==> src/rtl/servo_pwm_gen.sv <==
// Four-channel servo pulse generator: fixed frame, per-channel clamped widths,
// commands latched only at frame boundaries so pulses are never cut or stretched.
module servo_pwm_gen #(
   parameter int PRESCALE     = 48,
   parameter int PERIOD_TICKS = 20000,
   parameter int MIN_TICKS    = 500,
   parameter int MAX_TICKS    = 2500
) (
   input  logic        SYS_CLK,
   input  logic        SYS_RST_N,
   input  logic [63:0] SERVO_CMD,
   input  logic [3:0]  SERVO_EN,
   output logic [3:0]  SERVO_OUT,
   output logic        PERIOD_STROBE,
   output logic [63:0] SERVO_STATUS
);

   localparam int               PRE_W      = (PRESCALE > 2) ? $clog2(PRESCALE) : 1;
   localparam logic [PRE_W-1:0] PRE_LAST   = PRE_W'(PRESCALE - 1);
   localparam logic [15:0]      FRAME_LAST = 16'(PERIOD_TICKS - 1);
   localparam logic [15:0]      MIN_W      = 16'(MIN_TICKS);
   localparam logic [15:0]      MAX_W      = 16'(MAX_TICKS);

   logic [PRE_W-1:0]  pre_cnt_r;
   logic [15:0]       frame_cnt_r;
   logic [3:0][15:0]  shadow_r;
   logic [3:0][15:0]  resolved_s;
   logic [3:0]        out_r;
   logic              strobe_r;
   logic              tick_s;
   logic              wrap_s;

   // Disabled or zero commands turn the channel off; anything else is clamped.
   function automatic logic [15:0] resolve_width(input logic en, input logic [15:0] cmd);
      logic [15:0] w;
      if (!en || (cmd == 16'd0)) begin
         w = 16'd0;
      end else if (cmd < MIN_W) begin
         w = MIN_W;
      end else if (cmd > MAX_W) begin
         w = MAX_W;
      end else begin
         w = cmd;
      end
      return w;
   endfunction

   // Tick / frame-wrap decode and per-channel width resolution.
   always_comb begin
      tick_s = (pre_cnt_r == PRE_LAST);
      wrap_s = tick_s && (frame_cnt_r == FRAME_LAST);
      for (int i = 0; i < 4; i++) begin
         resolved_s[i] = resolve_width(SERVO_EN[i], SERVO_CMD[16*i +: 16]);
      end
   end

   // Prescaler and frame counter; only reset can disturb the frame cadence.
   always_ff @(posedge SYS_CLK) begin
      if (!SYS_RST_N) begin
         pre_cnt_r   <= '0;
         frame_cnt_r <= 16'd0;
      end else begin
         if (tick_s) begin
            pre_cnt_r <= '0;
            if (frame_cnt_r == FRAME_LAST) begin
               frame_cnt_r <= 16'd0;
            end else begin
               frame_cnt_r <= frame_cnt_r + 16'd1;
            end
         end else begin
            pre_cnt_r   <= pre_cnt_r + PRE_W'(1);
            frame_cnt_r <= frame_cnt_r;
         end
      end
   end

   // Shadow widths reload only at frame wrap; strobe marks the new frame.
   always_ff @(posedge SYS_CLK) begin
      if (!SYS_RST_N) begin
         shadow_r <= '0;
         strobe_r <= 1'b0;
      end else begin
         if (wrap_s) begin
            shadow_r <= resolved_s;
         end else begin
            shadow_r <= shadow_r;
         end
         strobe_r <= wrap_s;
      end
   end

   // Pulse outputs: high while the frame position is below the latched width.
   always_ff @(posedge SYS_CLK) begin
      if (!SYS_RST_N) begin
         out_r <= 4'b0000;
      end else begin
         for (int i = 0; i < 4; i++) begin
            out_r[i] <= (frame_cnt_r < shadow_r[i]);
         end
      end
   end

   assign SERVO_OUT     = out_r;
   assign PERIOD_STROBE = strobe_r;
   assign SERVO_STATUS  = shadow_r;

endmodule

==> config.mk <==
export PLATFORM = sky130hd
export DESIGN_NAME = servo_pwm_gen
export DESIGN_NICKNAME = d
export VERILOG_FILES = /design/src/rtl/servo_pwm_gen.sv
export SDC_FILE = /design/constraint.sdc
export NUM_CORES = 1
export LEC_CHECK = 0
export CELL_PAD_IN_SITES_DETAIL_PLACEMENT = 1
export CELL_PAD_IN_SITES_GLOBAL_PLACEMENT = 2
export CORE_MARGIN = 1.5
export CORE_UTILIZATION = 40
export DETAILED_ROUTE_END_ITERATION = 10
export DONT_BUFFER_PORTS = 1
export GPL_TIMING_DRIVEN = 0
export PLACE_DENSITY_LB_ADDON = 0.08
export SLEW_MARGIN = 20
export SYNTH_ARGS = -nofsm -noshare
export SYNTH_HDL_FRONTEND = slang
export SYNTH_SLANG_ARGS = --single-unit
==> constraint.sdc <==
create_clock -name SYS_CLK -period 3.4 [get_ports SYS_CLK]
set_clock_uncertainty 0.15 [all_clocks]
set_input_delay 0.68 -clock SYS_CLK [delete_from_list [all_inputs] [get_ports SYS_CLK]]
set_output_delay 0.68 -clock SYS_CLK [all_outputs]
set_load 0.005 [all_outputs]
==> impl_metrics.py <==
metrics = {
    "critical_path": {
        "r2r_cells": 6,
        "max_stage_delay_ns": 0.60,
        "path_class": "flip-flop to flip-flop",
        "required_ns": 3.46,
        "path_common_cell": "nand2_1",
        "path_buf_inv": 1,
        "reg2reg_to": "SERVO_STATUS[45]",
        "r2r_setup_slack_ns": 0.82,
        "slowest_stage": "or4_4",
        "arrival_ns": 2.64,
        "critical_path.top_delay_family": "simple AND/OR/NAND/NOR gates",
        "cp-start-kind": "flip-flop",
        "r2r_start": "frame_cnt_r[6]",
        "cp-end-kind": "flip-flop",
        "cp_cell_sequence": "or4_4 -> nor4_4 -> nand2_1 -> nand2_1 -> clkbuf_1 -> nor2_1",
        "path_max_fanout": 10,
    },
    "power": {
        "seqPwrFrac": 0.524,
        "p_sw_uw": 436.8,
        "netSwitchingFraction": 0.2136,
        "ir_drop_uv": 225.2,
        "powerDensity_mw_per_mm2": 375.2,
        "p_comb_frac": 0.031,
        "p_total_uw": 2045,
        "leakage_uw": 0.002017,
        "p_int_uw": 1608,
        "power_frac_clock": 0.446,
    },
    "clocking": {
        "postCtsSetupRepairBufs": 0,
        "clock_latency_ns": 0.35,
        "cts_tree": "built",
        "h-tree-depth": 3,
        "numClockSinks": 91,
        "cts_buffers": 9,
        "cts.clk_slew.worst_paths_ns": 0.06,
        "root_buffer": "clkbuf_16",
        "hold_buffers": 0,
        "post_cts_resized": 0,
        "cts_buffer_depth": 2,
    },
    "route": {
        "dr_total_vias": 4305,
        "wirelength_met1_mm": 6.538,
        "ant_nets": 0,
        "highest_layer": "met4",
        "drtIter0Drc": 102,
        "via_per_inst": 5.710,
        "dr_wl_met3_um": 718,
        "remaining_drc_errors": 0,
        "routed-wl-met2_mm": 6.669,
        "wl_per_cell_um": 18.75,
        "wl_mm": 14.14,
        "first_pass_iters": 4,
    },
    "floorplanning": {
        "die_w_um": 114.6,
        "io-pin-count": 139,
        "start_util": 0.4132,
        "core.rowCount": 40,
        "fp.dieH_um": 114.6,
        "die-area_mm2": 0.01314,
        "core_mm2": 0.01206,
    },
    "grt": {
        "grt_usage": 0.2261,
        "grt.overflow.total": 0,
        "first_global_vias": 4398,
        "grt_pass1_wl_mm": 22.51,
        "antenna_found_initial": 0,
        "grt_start_max_net_pins": 13,
    },
    "synthesis": {
        "yosys_warnings": 0,
        "synth_cell_types": 54,
        "synth_area_mm2": 0.004984,
        "yosysTopAreaCell": "dfxtp_1",
        "syn_avg_cell_area_um2": 8.682,
        "synth_seq_cells": 91,
        "syn_nets": 706,
        "synthFlopType": "dfxtp_1",
        "async_reset_ff_frac": 0,
        "synth_area_leaders": "dfxtp_1, ha_1, nor2_1, inv_1, o22ai_1",
        "synth.most_common_cell": "dfxtp_1",
        "yosys-top-cells-count": "dfxtp_1, nor2_1, inv_1, ha_1, o22ai_1",
        "synth_top_area_share": 0.3656,
        "netlist_instances": 574,
        "ys_seq_area_frac": 0.3656,
        "synth-edff-count": 0,
    },
    "worst_hold_path": {
        "hold_end": "SERVO_STATUS[49]",
        "hold_class": "input port to flip-flop",
        "hold_depth": 1,
        "hp-start": "SERVO_CMD[49]",
    },
    "sta": {
        "final.setup.tns_ns": 0,
        "setup_viol": 0,
        "drv_slew": 0,
        "worst_pin_slew_ns": 0.7270,
        "whs_ns": 0.3032,
        "max_freq_ghz": 0.3878,
        "hold_violations": 0,
        "period_needed_ns": 2.579,
        "post-route-period-util": 0.7585,
        "rsz0062_at_grt": "false",
        "maxSlewHeadroom": 0.5153,
    },
    "placed_design": {
        "gp_congestion": 0.8316,
        "placed_area_mm2": 0.005194,
        "dp_cells": 742,
        "dp_hpwl_mm": 11.11,
        "port_buffers": 0,
    },
    "final_layout": {
        "regArea_mm2": 0.001822,
        "multi_input_area_mm2": 0.002865,
        "final_cells": 754,
        "design_area_mm2": 0.005450,
        "drive_above_1_share": 0.04778,
        "nNetsFinal": 717,
        "n_fill_cell": 1462,
        "area_growth_pct": 9.365,
        "diodes": 0,
    },
    "run_status": {
        "status": "finished clean",
    },
    "run": {
        "maxCapViolCount": 0,
    },
}
[power groups by stage]
stage	registers (uW)	clock network (uW)	logic, uW
finish	1070	911	62.6
CTS	1070	933	63.7
floorplan	1090	0	45.8
global placement	1090	0	61.3
detailed placement	1100	0	63.5
global route	1070	993	70.4
[cell type report]
class                   instances  share of cell area
plain buffers                   8            0.007576
clock buffers                  12             0.04706
inverters                      68             0.04683
multi-input cells             407              0.5257
flip-flops and latches         91              0.3343
well taps                     168             0.03857
[cells by family after synthesis]
group / count (synthesis) / synth area share
AOI/OAI and AO/OA: 130 / 0.1803
xor gates and xnor gates: 19 / 0.03339
adders and majority gates: 62 / 0.1557
buffers and inverters: 76 / 0.05950
DFF: 91 / 0.3656
muxes: 1 / 0.002009
and+or+nand+nor: 195 / 0.2036
[worst reg2reg max path: stages, from the launching register on]
cell	delay, ns
dfxtp_1	0.44
or4_4	0.60
nor4_4	0.30
nand2_1	0.08
nand2_1	0.31
clkbuf_1	0.48
nor2_1	0.09
[cells in the final DEF, fill, tap and decap left out, drive strengths merged, types with 2 or more instances in the layout]
cell type,synthesis,layout
and3,9,9
o41ai,2,2
a211o,3,3
dfxtp,91,91
ha,62,62
clkbuf,4,16
inv,68,68
o21ai,15,15
or4b,2,2
buf,4,4
nand2b,5,5
o31ai,3,3
nand4,12,12
o2111ai,2,2
nand2,26,26
a211oi,6,6
a21o,9,9
a21oi,20,20
a32o,7,7
o21a,5,5
nor2,71,71
a31oi,3,3
nand3,16,16
o211ai,8,8
a2111oi,3,3
o22ai,32,32
or4,4,4
and2,6,6
xor2,5,5
xnor2,14,14
a22o,8,8
nor2b,3,3
and4,7,7
nor3,21,21
nor4,10,10
[stage by stage]
step,utilization,setup WS [ns]
3_5_place_dp,0.4306,0.7227
6_report,0.4519,0.8213
2_1_floorplan,-,0.8548
4_1_cts,0.4519,0.8026
5_1_grt,0.4519,0.6466
3_3_place_gp,0.4306,0.7413
[worst max path at each step]
stage | slack, ns | endpoint | start | cells past startpoint
after detailed placement | 0.72 | SERVO_STATUS[25] | SERVO_CMD[31] | 5
after CTS | 0.80 | SERVO_STATUS[15] | frame_cnt_r[6] | 6
after floorplan | 0.85 | SERVO_STATUS[17] | SERVO_CMD[31] | 5
final | 0.82 | SERVO_STATUS[45] | frame_cnt_r[6] | 6
after global placement | 0.74 | SERVO_STATUS[26] | SERVO_CMD[31] | 5
after global routing | 0.65 | SERVO_STATUS[45] | frame_cnt_r[6] | 6
[metal layers]
layer | vias up | GRT usage
li1 | 2104 | -
met1 | 2086 | 0.2879
met2 | 96 | 0.3729
met3 | 19 | 0.05400
met4 | 0 | 0.08083
met5 | - | 0
[flip-flops by register name (all words and copies together) (netlist names)]
signal / flops
SERVO_STATUS: 64
frame_cnt_r: 16
pre_cnt_r: 6
SERVO_OUT: 4
PERIOD_STROBE: 1
Note: power is estimated with default switching activity, not from simulation.
